### src/rtl/mrv_sram_arbiter.sv
// Two-to-one arbiter sharing one SRAM-style port between instruction and data requesters.
// Fixed data priority with a bounded instruction starvation window, or round-robin.
module mrv_sram_arbiter #(
  parameter bit PRIORITY_D   = 1'b1,
  parameter int STARVE_LIMIT = 4
) (
  input  logic        g_clk,
  input  logic        g_reset,
  input  logic        i_cen,
  input  logic        i_wen,
  input  logic [3:0]  i_strb,
  input  logic [31:0] i_addr,
  input  logic [31:0] i_wdata,
  output logic        i_stall,
  output logic        i_error,
  output logic [31:0] i_rdata,
  input  logic        d_cen,
  input  logic        d_wen,
  input  logic [3:0]  d_strb,
  input  logic [31:0] d_addr,
  input  logic [31:0] d_wdata,
  output logic        d_stall,
  output logic        d_error,
  output logic [31:0] d_rdata,
  output logic        m_cen,
  output logic        m_wen,
  output logic [3:0]  m_strb,
  output logic [31:0] m_addr,
  output logic [31:0] m_wdata,
  input  logic        m_stall,
  input  logic        m_error,
  input  logic [31:0] m_rdata,
  output logic        m_owner_d
);

  typedef enum logic [1:0] {
    IDLE   = 2'd0,
    BUSY_I = 2'd1,
    BUSY_D = 2'd2
  } state_t;

  localparam logic [3:0] STARVE_LIM_C = 4'(STARVE_LIMIT);

  state_t      state_r;
  state_t      state_next_s;
  state_t      eff_state_s;
  logic        last_d_r;
  logic        eff_last_d_s;
  logic [3:0]  streak_r;
  logic [3:0]  eff_streak_s;
  logic        grant_s;
  logic        sel_d_s;
  logic        complete_s;

  // While reset is asserted the port behaves as if idle with cleared history.
  assign eff_state_s  = g_reset ? IDLE : state_r;
  assign eff_last_d_s = g_reset ? 1'b1 : last_d_r;
  assign eff_streak_s = g_reset ? 4'd0 : streak_r;

  // Owner selection: arbitrate only from IDLE, otherwise keep the current owner.
  always_comb begin
    grant_s = 1'b0;
    sel_d_s = 1'b0;
    case (eff_state_s)
      IDLE: begin
        if (i_cen && d_cen) begin
          grant_s = 1'b1;
          if (PRIORITY_D) begin
            sel_d_s = (eff_streak_s != STARVE_LIM_C);
          end else begin
            sel_d_s = ~eff_last_d_s;
          end
        end else if (d_cen) begin
          grant_s = 1'b1;
          sel_d_s = 1'b1;
        end else if (i_cen) begin
          grant_s = 1'b1;
          sel_d_s = 1'b0;
        end else begin
          grant_s = 1'b0;
          sel_d_s = 1'b0;
        end
      end
      BUSY_I: begin
        grant_s = 1'b1;
        sel_d_s = 1'b0;
      end
      BUSY_D: begin
        grant_s = 1'b1;
        sel_d_s = 1'b1;
      end
      default: begin
        grant_s = 1'b0;
        sel_d_s = 1'b0;
      end
    endcase
  end

  assign complete_s = grant_s & ~m_stall;

  // Request forwarding, stall/error routing and next-state decision.
  always_comb begin
    m_cen        = 1'b0;
    m_wen        = 1'b0;
    m_strb       = 4'd0;
    m_addr       = 32'd0;
    m_wdata      = 32'd0;
    m_owner_d    = 1'b0;
    i_stall      = i_cen;
    d_stall      = d_cen;
    i_error      = 1'b0;
    d_error      = 1'b0;
    state_next_s = IDLE;
    if (grant_s) begin
      m_cen     = 1'b1;
      m_owner_d = sel_d_s;
      if (sel_d_s) begin
        m_wen   = d_wen;
        m_strb  = d_strb;
        m_addr  = d_addr;
        m_wdata = d_wdata;
        d_stall = m_stall;
        d_error = m_error & complete_s;
      end else begin
        m_wen   = i_wen;
        m_strb  = i_strb;
        m_addr  = i_addr;
        m_wdata = i_wdata;
        i_stall = m_stall;
        i_error = m_error & complete_s;
      end
      if (m_stall) begin
        state_next_s = sel_d_s ? BUSY_D : BUSY_I;
      end else begin
        state_next_s = IDLE;
      end
    end else begin
      state_next_s = IDLE;
    end
  end

  assign i_rdata = m_rdata;
  assign d_rdata = m_rdata;

  // State, last-owner and data-streak registers; the streak counts data wins over a waiting fetch.
  always_ff @(posedge g_clk) begin
    if (g_reset) begin
      state_r  <= IDLE;
      last_d_r <= 1'b1;
      streak_r <= 4'd0;
    end else begin
      state_r <= state_next_s;
      if (complete_s) begin
        last_d_r <= sel_d_s;
        if (sel_d_s && i_cen) begin
          streak_r <= (streak_r >= STARVE_LIM_C) ? STARVE_LIM_C : streak_r + 4'd1;
        end else begin
          streak_r <= 4'd0;
        end
      end
    end
  end

endmodule

### config.mk
export PLATFORM = sky130hd
export DESIGN_NAME = mrv_sram_arbiter
export DESIGN_NICKNAME = d
export VERILOG_FILES = /design/src/rtl/mrv_sram_arbiter.sv
export SDC_FILE = /design/constraint.sdc
export NUM_CORES = 1
export LEC_CHECK = 0
export ABC_AREA = 1
export CORE_AREA = 2 2 121 123
export DETAILED_ROUTE_END_ITERATION = 8
export DIE_AREA = 0 0 123 125
export GPL_ROUTABILITY_DRIVEN = 1
export HOLD_SLACK_MARGIN = 0.03
export SYNTH_ARGS = -nofsm -noshare
export SYNTH_HDL_FRONTEND = slang
export SYNTH_SLANG_ARGS = --single-unit
### constraint.sdc
create_clock -name g_clk -period 4.87 [get_ports g_clk]
set_input_delay 0.974 -clock g_clk [delete_from_list [all_inputs] [get_ports g_clk]]
set_output_delay 0.974 -clock g_clk [all_outputs]
set_load 0.03 [all_outputs]
==> flow_results.xml <==
<?xml version="1.0" encoding="UTF-8"?>
<metrics>
  <group name="synth">
    <metric name="netlist_top_cells_area" unit="">nand2_1, buf_4, nand3_1</metric>
    <metric name="syn-mean-instance-area" unit="µm²">5.37</metric>
    <metric name="post_synth_instance_area" unit="µm²">1940</metric>
    <metric name="proportion_of_synthesized_flip_flops_having_asynchronous_set_or_reset" unit="">0</metric>
    <metric name="synth.largest_area_cell" unit="">nand2_1</metric>
    <metric name="ys_ff_latch" unit="">6</metric>
    <metric name="yosys.cell_count.top_type" unit="">nand2_1</metric>
    <metric name="yosysWarningCount" unit="">0</metric>
    <metric name="synthFlopType" unit="">dfxtp_1</metric>
    <metric name="post_synth_most_frequent_cells" unit="">nand2_1, nand3_1, buf_4, inv_1, buf_2</metric>
    <metric name="ys_types" unit="">20</metric>
    <metric name="synth_edf_count" unit="">0</metric>
    <metric name="ys_seq_area_frac" unit="">0.0620</metric>
    <metric name="postSynthNetCount" unit="">541</metric>
    <metric name="post_synth_inst_count" unit="">361</metric>
    <metric name="synth_top_area_frac" unit="">0.291</metric>
  </group>
  <group name="route">
    <metric name="remaining_antenna_violation_count" unit="">0</metric>
    <metric name="vias_per_cell" unit="">3.86</metric>
    <metric name="dr_total_vias" unit="">2647</metric>
    <metric name="drt-wirelength-per-cell" unit="µm">11.4</metric>
    <metric name="first_pass_iters" unit="">4</metric>
    <metric name="dr.first_iter.drc_count" unit="">84</metric>
    <metric name="dr_drc_count" unit="">0</metric>
    <metric name="postRouteWirelength" unit="mm">7.83</metric>
  </group>
  <group name="cts">
    <metric name="clock_latency_reported_for_the_late_side_of_the_worst_skew_pair" unit="ns">0.23</metric>
    <metric name="clock_tree_root_driver_cell" unit="">clkbuf_16</metric>
    <metric name="cts.htree.levels" unit="">1</metric>
    <metric name="cts-hold-fix-buffers" unit="">0</metric>
    <metric name="postCtsSetupRepairBufs" unit="">0</metric>
    <metric name="postCtsResizedCells" unit="">0</metric>
    <metric name="cts_tree" unit="">done</metric>
    <metric name="clk_path_buf_depth" unit="">2</metric>
    <metric name="cts.sinks" unit="">6</metric>
    <metric name="clk_transition_reported_paths" unit="ns">0.03</metric>
    <metric name="clock_buffers_created_by_tritoncts" unit="">3</metric>
  </group>
  <group name="status">
    <metric name="run_status" unit="">finished clean</metric>
  </group>
  <group name="final_layout">
    <metric name="fin_nets" unit="">684</metric>
    <metric name="drive_above_1_share" unit="">0.175</metric>
    <metric name="area_growth_syn_to_layout" unit="%">90.2</metric>
    <metric name="area_taken_by_multi_input_logic_gates" unit="µm²">1110</metric>
    <metric name="filler_cell_count" unit="">1598</metric>
    <metric name="register_area" unit="µm²">120</metric>
    <metric name="antenna_cells" unit="">0</metric>
  </group>
  <group name="power">
    <metric name="power.density" unit="nW/µm²">201</metric>
    <metric name="vdd_drop_max" unit="V">0.000197</metric>
    <metric name="p_leak" unit="nW">1.84</metric>
  </group>
  <group name="place">
    <metric name="globalplace.congestion" unit="">0.797</metric>
    <metric name="pre_cts_ws" unit="ns">0.442</metric>
    <metric name="port-buffer-count" unit="">218</metric>
    <metric name="post-dp-hpwl" unit="mm">6.31</metric>
  </group>
  <group name="hold_path">
    <metric name="min-delay-start" unit="">streak_r[3]</metric>
    <metric name="timing.hold.worst_path_depth" unit="">2</metric>
    <metric name="worst_hold_path.endpoint" unit="">streak_r[3]</metric>
    <metric name="hold_class" unit="">reg2reg</metric>
  </group>
  <group name="die">
    <metric name="die-area" unit="µm²">15400</metric>
    <metric name="die-height" unit="µm">125</metric>
    <metric name="ioPinCount" unit="">315</metric>
    <metric name="die_width" unit="µm">123</metric>
    <metric name="placement_rows" unit="">44</metric>
    <metric name="start_util" unit="">0.136</metric>
    <metric name="coreArea" unit="µm²">14200</metric>
  </group>
  <group name="sta">
    <metric name="timing_hold_violations_final" unit="">0</metric>
    <metric name="slew_headroom" unit="">0.714</metric>
    <metric name="slew_viols_final" unit="">0</metric>
    <metric name="setup_violations" unit="">0</metric>
    <metric name="totalNegativeSetupSlack" unit="ns">0</metric>
    <metric name="achievable-frequency" unit="MHz">225</metric>
    <metric name="period_share" unit="">0.912</metric>
    <metric name="timing.final.ws_setup" unit="ns">0.430</metric>
    <metric name="finalWorstPathRequiredPeriod" unit="ns">4.44</metric>
    <metric name="max_slew.worst_pin.slew" unit="ns">0.429</metric>
    <metric name="unrepaired_setup_endpoints_after_global_routing" unit="">false</metric>
    <metric name="clock-skew-final" unit="ns">0.00278</metric>
  </group>
  <group name="global_route">
    <metric name="initial_antenna_violation_count" unit="">0</metric>
    <metric name="grt_overflow" unit="">0</metric>
    <metric name="grt_pass1_wl" unit="mm">12.1</metric>
    <metric name="groute.usage.overall" unit="">0.0943</metric>
    <metric name="first_global_vias" unit="">2400</metric>
    <metric name="grt_start_max_net_pins" unit="">72</metric>
  </group>
  <group name="worst_setup_path">
    <metric name="cp_launch_type" unit="">input port</metric>
    <metric name="worst-r2r-setup-slack" unit="ns">2.99</metric>
    <metric name="cp.required" unit="ns">3.90</metric>
    <metric name="endpoint_kind" unit="">primary output</metric>
    <metric name="worst-setup-path-type" unit="">in2out</metric>
    <metric name="regToRegEndpoint" unit="">state_r[0]</metric>
    <metric name="worst-path-max-fanout" unit="">8</metric>
    <metric name="ff_to_ff_start" unit="">state_r[0]</metric>
    <metric name="critical_path_arrival" unit="ns">3.47</metric>
    <metric name="worstRegToRegCells" unit="">10</metric>
  </group>
  <group name="run">
    <metric name="max-cap-violations" unit="">0</metric>
  </group>
</metrics>
[metrics by stage]
stage,hold WS (ns),utilization,cells,power (mW),area [µm²]
CTS,0.477,0.260,686,0.749,3690
finish,0.474,0.260,686,0.739,3690
detailed placement,0.473,0.254,683,0.613,3610
floorplan,0.449,-,361,0.452,1940
global placement,0.479,0.254,683,0.613,3610
global route,0.497,0.260,686,0.790,3690
[layer usage]
| metal | share of wire | global-route usage |
|---|---|---|
| met3 | 0.13 | 0.0374 |
| met1 | 0.39 | 0.112 |
| met5 | 0 | 0 |
| met2 | 0.47 | 0.160 |
| met4 | 0.013 | 0.0180 |
[placed cells by master, fill, tap and decap left out]
cell / netlist / layout
ha_1: 4 / 4
nand3_4: 1 / 1
nand2_1: 150 / 150
clkdlybuf4s50_1: 0 / 144
clkbuf_16: 0 / 3
a21oi_1: 3 / 3
inv_1: 16 / 16
inv_2: 1 / 1
clkinv_1: 1 / 1
nand2_2: 2 / 2
nand3_1: 73 / 73
inv_4: 1 / 1
o21ai_1: 1 / 1
nor3_1: 4 / 4
dfxtp_1: 6 / 6
buf_12: 0 / 3
o21ai_0: 2 / 2
nor2_1: 7 / 7
nand2_4: 1 / 1
buf_4: 64 / 76
nand4_1: 3 / 3
[power breakdown]
group	leakage (nW)	total [mW]	switching (mW)	internal, mW
logic	1.76	0.557	0.311	0.246
clock network	0.0370	0.131	0.0257	0.105
registers	0.0487	0.0515	0.000650	0.0508
total	1.84	0.739	0.337	0.402
[logic make-up (layout without fill, tap and decap cells)]
logic type,after synthesis,count (layout),synth area share
fa+ha+maj,4,4,0.0258
buf+inv,104,245,0.363
compound gates,6,6,0.0155
simple gates,241,241,0.534
flops,6,6,0.0620
[cell type report]
class / count / area share
repair buffers: 223 / 0.562
flip-flops and latches: 6 / 0.0326
multi-input cells: 251 / 0.302
clock buffers: 3 / 0.0204
well taps: 184 / 0.0625
inverters: 19 / 0.0200
[worst max path at each step]
stage          startpoint       to  slack [ns]  cells after the start
6_report          g_reset  d_error        0.43                      9
5_1_grt           g_reset  d_error        0.19                      9
4_1_cts           g_reset  d_error        0.43                      9
3_5_place_dp      g_reset  d_error        0.44                      9
3_3_place_gp      g_reset  d_error        0.49                      9
2_1_floorplan     g_reset  d_error        1.33                     10
[critical path, cell delays in order]
cell             delay (ns)
clkdlybuf4s50_1        0.59
inv_1                  0.12
nand2_2                0.20
ha_1                   0.20
nand2_1                0.07
nand3_1                0.10
nand3_1                0.24
nor3_1                 0.25
clkdlybuf4s50_1        0.71
[state kept, by name (all words and copies together), names as in the netlist]
register / cells
state_r: 2
streak_r: 4
(Power assumes the default switching activity.)
